## src/rtl/fetch.sv

```systemverilog
// ---------------------------------------------------------------------------
// fetch -- instruction-fetch (IF) stage
//
// Generates sequential PCs, issues them on a req/gnt/rvalid instruction
// memory port, buffers returned words in a small FIFO and drives the IF/ID
// pipeline register consumed by decode. Honours stall/flush from the
// pipeline and redirects (branch/jump/trap) from EX, dropping any responses
// that belong to the stream that was abandoned.
//
// Ports:
//   clk_i          clock
//   rstn_i         asynchronous active-low reset
//   imem_req_o     fetch request
//   imem_addr_o    fetch address (word aligned)
//   imem_gnt_i     request accepted this cycle
//   imem_rvalid_i  response valid (in order, earliest the cycle after gnt)
//   imem_rdata_i   returned instruction word
//   redirect_i     change of flow from EX
//   target_i       redirect address (low two bits ignored)
//   stall_i        hold IF/ID contents
//   flush_i        load a bubble into IF/ID
//   instr_o        IF/ID instruction
//   pc_o           IF/ID PC
//   valid_o        IF/ID holds a real instruction
// ---------------------------------------------------------------------------
module fetch #(
    parameter logic [31:0] BOOT_ADDR = 32'h0000_0000,
    parameter int unsigned DEPTH     = 2,
    parameter logic [31:0] NOP_INSTR = 32'h0000_0013
) (
    input  logic        clk_i,
    input  logic        rstn_i,
    output logic        imem_req_o,
    output logic [31:0] imem_addr_o,
    input  logic        imem_gnt_i,
    input  logic        imem_rvalid_i,
    input  logic [31:0] imem_rdata_i,
    input  logic        redirect_i,
    input  logic [31:0] target_i,
    input  logic        stall_i,
    input  logic        flush_i,
    output logic [31:0] instr_o,
    output logic [31:0] pc_o,
    output logic        valid_o
);

    localparam int CW = $clog2(DEPTH + 1);
    localparam int PW = (DEPTH > 1) ? $clog2(DEPTH) : 1;
    localparam logic [CW:0]   LIMIT   = (CW + 1)'(DEPTH);
    localparam logic [CW-1:0] FULL    = CW'(DEPTH);
    localparam logic [PW-1:0] LASTPTR = PW'(DEPTH - 1);

    logic [31:0]   r_fetchPc;
    logic [31:0]   r_respPc;
    logic [CW-1:0] r_outstanding;
    logic [CW-1:0] r_discard;
    logic [CW-1:0] r_count;
    logic [PW-1:0] r_rdPtr;
    logic [PW-1:0] r_wrPtr;
    logic [31:0]   r_fifoInstr [DEPTH];
    logic [31:0]   r_fifoPc    [DEPTH];
    logic [31:0]   r_instr;
    logic [31:0]   r_pc;
    logic          r_valid;

    logic [CW:0]   w_inFlight;
    logic [31:0]   w_target;
    logic          w_req;
    logic          w_grant;
    logic          w_retire;
    logic          w_keep;
    logic          w_load;
    logic          w_pop;
    logic          w_bypass;
    logic          w_push;

    function automatic logic [PW-1:0] nextPtr(input logic [PW-1:0] p);
        return (p == LASTPTR) ? '0 : p + 1'b1;
    endfunction

    // Credit rule: words in flight plus words buffered never exceed the FIFO
    // depth, so every response is guaranteed a slot. Requests are suppressed
    // during reset and in the redirect cycle.
    assign w_inFlight = {1'b0, r_outstanding} + {1'b0, r_count};
    assign w_req      = rstn_i && !redirect_i && (w_inFlight < LIMIT);
    assign w_grant    = w_req && imem_gnt_i;
    assign w_target   = target_i & 32'hFFFF_FFFC;

    // A response is kept only if it belongs to the current stream; in a
    // redirect cycle any arriving word is stale by definition.
    assign w_retire = imem_rvalid_i && (r_outstanding != '0);
    assign w_keep   = imem_rvalid_i && !redirect_i && (r_discard == '0);
    assign w_load   = !stall_i && !flush_i && !redirect_i;
    assign w_pop    = w_load && (r_count != '0);
    assign w_bypass = w_keep && w_load && (r_count == '0);
    assign w_push   = w_keep && !w_bypass;

    assign imem_req_o  = w_req;
    assign imem_addr_o = r_fetchPc;
    assign instr_o     = r_instr;
    assign pc_o        = r_pc;
    assign valid_o     = r_valid;

    // PC tracking and the outstanding/discard bookkeeping. On redirect the
    // discard count becomes everything still in flight except a word that
    // retires in this very cycle.
    always_ff @(posedge clk_i or negedge rstn_i) begin
        if (!rstn_i) begin
            r_fetchPc     <= BOOT_ADDR;
            r_respPc      <= BOOT_ADDR;
            r_outstanding <= '0;
            r_discard     <= '0;
        end else begin
            if (redirect_i) begin
                r_fetchPc <= w_target;
                r_respPc  <= w_target;
                r_discard <= r_outstanding - CW'(w_retire);
            end else begin
                if (w_grant) r_fetchPc <= r_fetchPc + 32'd4;
                if (w_keep)  r_respPc  <= r_respPc + 32'd4;
                if (imem_rvalid_i && (r_discard != '0)) r_discard <= r_discard - 1'b1;
            end
            r_outstanding <= r_outstanding + CW'(w_grant) - CW'(w_retire);
        end
    end

    // FIFO pointers and occupancy; a redirect empties the buffer.
    always_ff @(posedge clk_i or negedge rstn_i) begin
        if (!rstn_i) begin
            r_rdPtr <= '0;
            r_wrPtr <= '0;
            r_count <= '0;
        end else if (redirect_i) begin
            r_rdPtr <= '0;
            r_wrPtr <= '0;
            r_count <= '0;
        end else begin
            if (w_push) r_wrPtr <= nextPtr(r_wrPtr);
            if (w_pop)  r_rdPtr <= nextPtr(r_rdPtr);
            r_count <= r_count + CW'(w_push) - CW'(w_pop);
        end
    end

    // FIFO storage needs no reset; occupancy decides what is meaningful.
    always_ff @(posedge clk_i) begin
        if (w_push) begin
            r_fifoInstr[r_wrPtr] <= imem_rdata_i;
            r_fifoPc[r_wrPtr]    <= r_respPc;
        end
    end

    // IF/ID register: redirect/flush bubble, stall hold, then FIFO head,
    // then a bypassed fresh response, else a bubble keeping the old PC.
    always_ff @(posedge clk_i or negedge rstn_i) begin
        if (!rstn_i) begin
            r_instr <= NOP_INSTR;
            r_pc    <= '0;
            r_valid <= 1'b0;
        end else if (redirect_i || flush_i) begin
            r_instr <= NOP_INSTR;
            r_pc    <= '0;
            r_valid <= 1'b0;
        end else if (!stall_i) begin
            if (r_count != '0) begin
                r_instr <= r_fifoInstr[r_rdPtr];
                r_pc    <= r_fifoPc[r_rdPtr];
                r_valid <= 1'b1;
            end else if (w_bypass) begin
                r_instr <= imem_rdata_i;
                r_pc    <= r_respPc;
                r_valid <= 1'b1;
            end else begin
                r_instr <= NOP_INSTR;
                r_valid <= 1'b0;
            end
        end
    end

    // The credit rule makes a response into a full FIFO a protocol error.
    a_noOverflow: assert property (@(posedge clk_i) disable iff (!rstn_i)
        !(imem_rvalid_i && (r_count == FULL)));

endmodule

```

## config.mk

```make
export PLATFORM = sky130hd
export DESIGN_NAME = fetch
export DESIGN_NICKNAME = d
export VERILOG_FILES = /design/src/rtl/fetch.sv
export SDC_FILE = /design/constraint.sdc
export NUM_CORES = 1
export LEC_CHECK = 0
export CAP_MARGIN = 20
export CORE_UTILIZATION = 40
export DETAILED_ROUTE_END_ITERATION = 8
export PLACE_DENSITY = 0.69
export SLEW_MARGIN = 25
export SYNTH_ARGS = -nofsm -noshare
export SYNTH_HDL_FRONTEND = slang
export SYNTH_SLANG_ARGS = --single-unit
```

## constraint.sdc

```tcl
create_clock -name clk_i -period 5.8 [get_ports clk_i]
set_input_delay 1.16 -clock clk_i [delete_from_list [all_inputs] [get_ports clk_i]]
set_output_delay 1.16 -clock clk_i [all_outputs]
set_load 0.005 [all_outputs]
```

== After elaboration in Yosys (flattened, before gate mapping) ==
Memories as Yosys holds them, arrays and structs flattened.
Cells that the tools add are included.

* Add/sub/neg operators: 11
* Magnitude comparators: 1
* Eq/ne operators: 1
* Muxes and demuxes: 27
* Reductions and logical operators: 30

{| class="wikitable"
|+ Operators with widths
! cell !! count
|-
| $mux W32 || 12
|-
| $add A32 B3 Y32 const B || 2
|-
| $reduce_bool A2 Y1 || 8
|-
| $logic_and A1 B1 Y1 || 13
|-
| $mux W1 || 12
|-
| $mux W2 || 3
|-
| $sub A2 B1 Y2 || 3
|-
| $add A2 B1 Y2 || 2
|-
| $logic_not A1 Y1 || 4
|-
| $logic_not A2 Y1 || 2
|-
| $add A2 B2 Y3 || 1
|-
| $lt A3 B2 Y1 const B || 1
|-
| $reduce_bool A3 Y1 || 1
|-
| $add A1 B1 Y1 const B || 2
|-
| $ne A2 B1 Y1 const B || 1
|-
| $reduce_and A2 Y1 || 1
|-
| $sub A2 B1 Y2 const B || 1
|-
| $logic_or A1 B1 Y1 || 1
|}

* Bits in registers: 137
* Bits in writable memories: 128
* Input port bits: 71
* Word-level logic and storage cells: 82
* Memories kept: 2

{| class="wikitable"
|+ Memories
! memory !! words !! bits a word !! rd ports !! clocked after Yosys merged registers in !! wr ports !! line !! text
|-
| r_fifoInstr || 2 || 32 || 1 || 0 || 1 || 60 || <nowiki>logic [31:0] r_fifoInstr [DEPTH];</nowiki>
|-
| r_fifoPc || 2 || 32 || 1 || 0 || 1 || 61 || <nowiki>logic [31:0] r_fifoPc [DEPTH];</nowiki>
|}

== Depth between registers and ports, before layout ==
Gate-level depths: netlist of run 1.

* Depth in word-level cells: 10
* Gate-level depth with buffers: 11

== Worst setup path before layout of run 1 ==
Ideal clock, no wire load.

* Path type: input port to flip-flop
* From: input port redirect_i
* To: memory r_fifoInstr[0][0] (enable)
* Library setup time: 0.482 ns
* Arrival time: 4.418 ns
* Setup slack: 0.899 ns
* Stages: 5
* Cell sequence: clkbuf_8 -> inv_1 -> clkbuf_1 -> nand3_1 -> nor2_1

* Longest elaborated chain between the ends: 9

{| class="wikitable"
|+ RTL lines
! item !! line !! text
|-
| from (decl) || 38 || <nowiki>input logic redirect_i,</nowiki>
|-
| $logic_not A1 Y1 * || 92, 93 ||
|-
| $logic_and A1 B1 Y1 (2 in a row) || 92 || <nowiki>assign w_keep = imem_rvalid_i && !redirect_i && (r_discard == '0);</nowiki>
|-
| $logic_and A1 B1 Y1 (2 in a row) || 95 || <nowiki>assign w_bypass = w_keep && w_load && (r_count == '0);</nowiki>
|-
| $logic_not A1 Y1 || 96 || <nowiki>assign w_push = w_keep && !w_bypass;</nowiki>
|-
| $logic_and A1 B1 Y1 * || 96 ||
|-
| $mux W1 * || 146 || <nowiki>if (w_push) begin</nowiki>
|-
| $mux W1 (implied by the code) * || 147 || <nowiki>r_fifoInstr[r_wrPtr] <= imem_rdata_i;</nowiki>
|-
| to (decl) || 60 ||
|}

Every way passes the cells marked *; elsewhere a longest branch is shown, timed or not.

== Worst setup path after layout of run 1 ==
* From: input port rstn_i
* To: output port imem_req_o

* Longest elaborated chain between the ends: 2

{| class="wikitable"
|+ RTL lines
! item !! line !! text
|-
| from (decl) || 32 || <nowiki>input logic rstn_i,</nowiki>
|-
| $logic_and A1 B1 Y1 (2 in a row) || 85 || <nowiki>assign w_req = rstn_i && !redirect_i && (w_inFlight < LIMIT);</nowiki>
|-
| to (decl) || 33 || <nowiki>output logic imem_req_o,</nowiki>
|}

Every way passes these cells.

==> impl_metrics.toml, run 1 <==
[outcome]
status = "finished clean"

[route]
vias_per_cell = 5.412
wl_met3_mm = 1.522
drtIter0Drc = 622
wirelength_mm = 26.28
wl_per_cell_um = 18.51
highest_layer = "met5"
drc = 0
ant_nets = 0
met2WireLength_mm = 12.32
dr.pass1.iters = 4
m1WireLength_mm = 11.89
via_count = 7685

[pwr]
powerDensity_nw_per_um2 = 329.2
power_mw = 4.575
leakagePower_nw = 5.058
p_seq_frac = 0.480
intPower_mw = 3.418
clkPwrFrac = 0.385
power.switching_mw = 1.157
swShare = 0.2529
ir_drop_v = 0.0002287
comb_power_share = 0.135

[synthesis]
syn_avg_cell_area_um2 = 12.17
ys_ff_latch = 256
synth_edf_count = 124
async_flop_share = 0.5156
ys_seq_area_frac = 0.6400
syn-cell-area_um2 = 10990
synth-main-ff-cell = "dfrtp_1"
yosysWarnings = 0
syn_inst = 903
ys_types = 59

[critical_path]
crit_type = "primary input to output port"
rrSetupSlack_ps = 2120
cpPeakStageDelay_ps = 590
crit_path_end_kind = "output port"
r2r-start = "r_count[0]"
crit_fanout = 56
cp.arrival_ps = 2700
path_cells = "buf_6, nor4b_4, clkdlybuf4s50_1"
reg2reg_to = "r_outstanding[1]"
rr_worst_depth = 10
cp_slowest_cell = "clkdlybuf4s50_1"
startpoint_type = "primary input"
crit_end = "imem_req_o"
cp.required_ps = 4640
worstSetupStartpoint = "rstn_i"

[die]
fp.dieH_um = 167.7
io_pins = 169
initial_utilization = 0.4076
fp.dieW_um = 167.7
rows = 60
coreArea_um2 = 26950
die_area_um2 = 28130

[clocking]
h-tree-depth = 1
cts_resized = 0
cts_root_buf = "clkbuf_16"
clock_path_buffers = 3
cts_buffers = 27
post_cts_buffers = 0
hold_buffers = 0
clk_pin_slew_ps = 60
cts_tree = "yes"
cts.sinks = 256
clk-insertion-delay-late_ps = 520

[finish]
layout-drive-gt1-share = 0.07878
final_net_count = 1139
regArea_um2 = 7034
fill_cells = 2304
final_cell_mix = "clkdlybuf4s50_1, dfrtp_1, edfxtp_1"
finalNonFillerCells = 1420
final_common_cell = "clkdlybuf4s50_1"
multi_input_area_um2 = 3690
antenna_cells = 0
final_area_um2 = 13900
area_delta_synth_final_pct = 26.49

[global_routing]
antenna_found_initial = 1
grt_usage = 0.1879
grt_pass1_wl_mm = 41.54
first_global_vias = 7455
grt_max_degree = 79
gr-total-overflow = 0

[flow_run]
drv_cap = 0

[timing]
slew_viol_final = 0
rsz0062_at_grt = "no"
slew_headroom = 0.3968
fin_ws_ps = 1945
fmax_ghz = 0.2594
fin_setup_tns_ps = 0
fin_crit_ps = 3855
period_share = 0.6647
finalSetupViolCount = 0
finalHoldViolCount = 0
fin_worst_skew_ps = 6.955
tightest_slew_ps = 897.3

[placement]
routabilityCongestion = 0.8397
portBuffers = 164
pre_cts_slack_ps = 1601
dp_hpwl_mm = 17.47
post-place-cells = 1371
dpl_cell_area_um2 = 12980

[min_path]
hp-class = "flop to flop"
[cells by family after synthesis]
family	count (synthesis)	synth area share
mux	66	0.06071
buf+inv	70	0.02756
flops	256	0.6400
simple gates	246	0.1131
xor+xnor	41	0.03269
fa+ha+maj	9	0.01093
compound gates	214	0.1147
other cells	1	0.0003414
[power by group through the flow]
stage / Sequential (mW) / Clock (mW) / Combinational [mW]
4_1_cts: 2.19 / 1.79 / 0.625
2_1_floorplan: 2.19 / 0 / 0.350
6_report: 2.20 / 1.76 / 0.617
3_3_place_gp: 2.22 / 0 / 0.606
3_5_place_dp: 2.23 / 0 / 0.621
5_1_grt: 2.21 / 1.87 / 0.689
[cell type report]
type | count | share of cell area
Clock buffer | 29 | 0.04916
Clock inverter | 20 | 0.01630
Inverter | 19 | 0.005132
Multi-Input combinational cell | 578 | 0.2655
Sequential cell | 256 | 0.5062
Tap cell | 341 | 0.03070
Timing Repair Buffer | 177 | 0.1270
[sequential cells by signal, indices dropped and copies added, names as in the netlist]
register       flops
r_fifoInstr       64
r_fifoPc          60
r_outstanding      2
r_rdPtr            1
pc_o              31
r_respPc          30
r_discard          2
imem_addr_o       30
r_wrPtr            1
valid_o            1
r_count            2
instr_o           32
[cells in the mapped netlist (3+ instances only)]
cell | number | area share
dfrtp_1 | 129 | 0.29
edfxtp_1 | 124 | 0.34
nand2_1 | 88 | 0.030
o21ai_0 | 87 | 0.040
mux2i_1 | 61 | 0.056
nor2_1 | 57 | 0.019
a21oi_1 | 53 | 0.024
clkbuf_1 | 32 | 0.011
a22oi_1 | 28 | 0.019
nand3_1 | 28 | 0.013
xor2_1 | 25 | 0.020
nand4_1 | 21 | 0.012
inv_1 | 19 | 0.0065
xnor2_1 | 16 | 0.013
o211ai_1 | 13 | 0.0089
nor3_1 | 12 | 0.0055
and3_1 | 8 | 0.0046
ha_1 | 8 | 0.0091
o311ai_0 | 8 | 0.0064
buf_1 | 7 | 0.0024
and2_1 | 6 | 0.0034
buf_2 | 6 | 0.0027
mux2_2 | 5 | 0.0051
o21ai_1 | 5 | 0.0023
a31oi_1 | 4 | 0.0023
nor4_2 | 4 | 0.0046
or3_1 | 4 | 0.0023
and4_1 | 3 | 0.0024
buf_4 | 3 | 0.0020
dfstp_2 | 3 | 0.0072
nand4_2 | 3 | 0.0034
o22ai_1 | 3 | 0.0017
[critical path, delay by kind of cell]
kind | cells | cell delay (ps)
buffers and inverters | 2 | 1010
and+or+nand+nor | 1 | 480
[layer usage]
metal / vias to the layer above / global-route usage
met4: 2 / 0.05544
met5: - / 0
li1: 3638 / -
met1: 3787 / 0.2640
met2: 221 / 0.3005
met3: 37 / 0.02978
[worst min path at each step]
stage	start	to	depth (start not counted)	slack, ps
after floorplan	r_respPc[10]	r_fifoPc[0][10]	0	440
after global placement	pc_o[9]	pc_o[9]	2	460
after detailed placement	pc_o[7]	pc_o[7]	2	470
after CTS	pc_o[7]	pc_o[7]	2	480
after global routing	pc_o[27]	pc_o[27]	2	510
final	pc_o[27]	pc_o[27]	2	480
[through the flow]
| step | util | hold WS [ps] |
|---|---|---|
| finish | 0.5156 | 475.6 |
| global route | 0.5156 | 507.8 |
| CTS | 0.5154 | 483.1 |
| detailed placement | 0.4816 | 469.7 |
| global placement | 0.4809 | 459.4 |
| floorplan | - | 436.8 |
Power figures use the tool's default switching activity.
==> inputs of run 2 (changes only) <==
- PLACE_DENSITY: 0.69 -> 0.72
- clock period: 5.8 -> 3.3 ns (I/O delays scaled with it)
==> run 2 against run 1 <==
  * Worst hold slack got worse by 200 ps
  * Register-to-register slack got worse by 2000 ps
  * Clock power rose by 68%
  * Critical path depth rose by 7
  * First-iteration DRC count rose by 9.0%
  * Die area did not move
  * Design area rose by 0.49%
  * Wire length rose by 2.6%
  * Final cell count rose by 0.77%
==> impl_metrics.toml, run 2 (synthesis results as in run 1) <==
[outcome]
status = "finished clean"

[die]
rows = 60
die_area_um2 = 28130
coreArea_um2 = 26950
fp.dieW_um = 167.7
io_pins = 169
fp.dieH_um = 167.7
initial_utilization = 0.4076

[route]
wirelength_mm = 26.98
dr.pass1.iters = 5
vias_per_cell = 5.439
wl_per_cell_um = 18.85
drtIter0Drc = 678
via_count = 7783
drc = 0
ant_nets = 0

[timing]
slew_viol_final = 0
finalHoldViolCount = 0
period_share = 0.9521
tightest_slew_ps = 953.1
slew_headroom = 0.3623
fin_crit_ps = 3142
fin_ws_ps = 158.0
fmax_ghz = 0.3183
finalSetupViolCount = 0
fin_worst_skew_ps = 18.90

[clocking]
cts_buffers = 27
cts.sinks = 256
h-tree-depth = 1
clk-insertion-delay-late_ps = 520
clk_pin_slew_ps = 60
cts_root_buf = "clkbuf_16"
clock_path_buffers = 3
hold_buffers = 0
cts_tree = "yes"

[finish]
final_common_cell = "clkdlybuf4s50_1"
largest_register = "r_fifoInstr"
final_net_count = 1150
final_cell_mix = "clkdlybuf4s50_1, dfrtp_1, edfxtp_1"
largest_register_ffs = 64
final_area_um2 = 13960
antenna_cells = 0
area_delta_synth_final_pct = 27.11
layout-drive-gt1-share = 0.08899

[critical_path]
cp.required_ps = 3730
crit_path_end_kind = "flop"
cp_common_cell = "buf_4"
crit_type = "flop to flop"
cp_slowest_cell = "nor2_1"
cpPeakStageDelay_ps = 720
startpoint_type = "flop"
path_cells = "and2_1, fa_1, nor4b_4, buf_4, buf_4, and2_1, buf_4, nor2_1, o21ai_0, o211ai_1"
crit_fanout = 12
cp.arrival_ps = 3570

[pwr]
p_seq_frac = 0.488
ir_drop_v = 0.0003650
swShare = 0.2569
leakagePower_nw = 5.129
power.switching_mw = 2.035
clkPwrFrac = 0.372
powerDensity_nw_per_um2 = 567.5
intPower_mw = 5.889
comb_power_share = 0.141

[placement]
dp_hpwl_mm = 17.85
portBuffers = 164
routabilityCongestion = 0.8033
pre_cts_slack_ps = 403.4
dpl_cell_area_um2 = 13070

[global_routing]
grt_max_degree = 133
grt_usage = 0.1912
gr-total-overflow = 0
first_global_vias = 7665
antenna_found_initial = 0
grt_pass1_wl_mm = 42.19

[flow_run]
drv_cap = 0

[min_path]
hp-class = "primary input to asynchronous set/reset pin"
run 2: cell count changes in the layout (fill, tap and decap cells not counted), sizes merged:
| cell | previous run | this run |
|---|---|---|
| buf | 15 | 26 |
| bufinv | 5 | 2 |
| clkbuf | 29 | 36 |
| clkdlybuf4s50 | 162 | 161 |
| clkinv | 12 | 9 |
| clkinvlp | 3 | 1 |
| dlymetal6s2s | 0 | 1 |
| inv | 19 | 20 |
run 2: worst paths after layout:
| kind | from | end | slack, ps | cells past startpoint |
|---|---|---|---|---|
| worst max-delay path | r_count[0] | imem_addr_o[7] | 160 | 10 |
| worst min-delay path | rstn_i | pc_o[20] | 280 | 2 |
| worst max register to register | r_count[0] | imem_addr_o[7] | 160 | 10 |
| worst min register to register | pc_o[3] | pc_o[3] | 480 | 2 |
| max in group asynchronous | rstn_i | r_rdPtr | 2400 | 2 |
| min in group clk_i | pc_o[3] | pc_o[3] | 480 | 2 |
run 2: layout make-up:
type,instances,area [um^2]
Multi-Input combinational cell,578,3687
Fill cell,2306,12990
Inverter,19,71.32
Tap cell,341,426.7
Clock buffer,36,739.5
Sequential cell,256,7034
Timing Repair Buffer,188,1871
Clock inverter,13,133.9
run 2: worst max-delay path, delay by kind of cell, from the launching register on:
family,cells,cell delay [ps]
and+or+nand+nor,4,1230
adders and majority gates,1,530
buffers and inverters,3,480
DFF,1,440
AOI/OAI and AO/OA,2,380
run 2: stage by stage:
| step | hold slack [ps] | utilization | TNS, ps | std cells | total power, mW |
|---|---|---|---|---|---|
| 2_1_floorplan | 364.4 | - | -11630 | 904 | 4.470 |
| 3_3_place_gp | 461.9 | 0.4851 | 0 | 1380 | 4.992 |
| 3_5_place_dp | 470.7 | 0.4851 | 0 | 1380 | 5.033 |
| 4_1_cts | 328.7 | 0.5177 | 0 | 1430 | 7.987 |
| 5_1_grt | 356.4 | 0.5181 | -0.4534 | 1431 | 8.263 |
| 6_report | 280.4 | 0.5181 | 0 | 1431 | 7.924 |
run 2: what timing repair did:
action | 4_1_cts | 5_1_grt
endpoints found under the setup margin | 1 | 1
buffers inserted | 1 | 1
gates resized for setup | 0 | 1
pin swaps | 1 | 1
run 2: routing by layer:
metal	share of wire	GRT usage	routed length, um
met1	0.44	0.2603	11900
met2	0.49	0.3217	13230
met4	0.019	0.05185	503
met3	0.050	0.02482	1343
met5	0	0	0
run 2: power groups by stage:
| stage | clock network (mW) | logic (mW) | registers [mW] |
|---|---|---|---|
| 2_1_floorplan | 0 | 0.618 | 3.85 |
| 3_3_place_gp | 0 | 1.09 | 3.90 |
| 3_5_place_dp | 0 | 1.11 | 3.92 |
| 4_1_cts | 3.00 | 1.12 | 3.86 |
| 5_1_grt | 3.13 | 1.24 | 3.89 |
| 6_report | 2.95 | 1.11 | 3.86 |
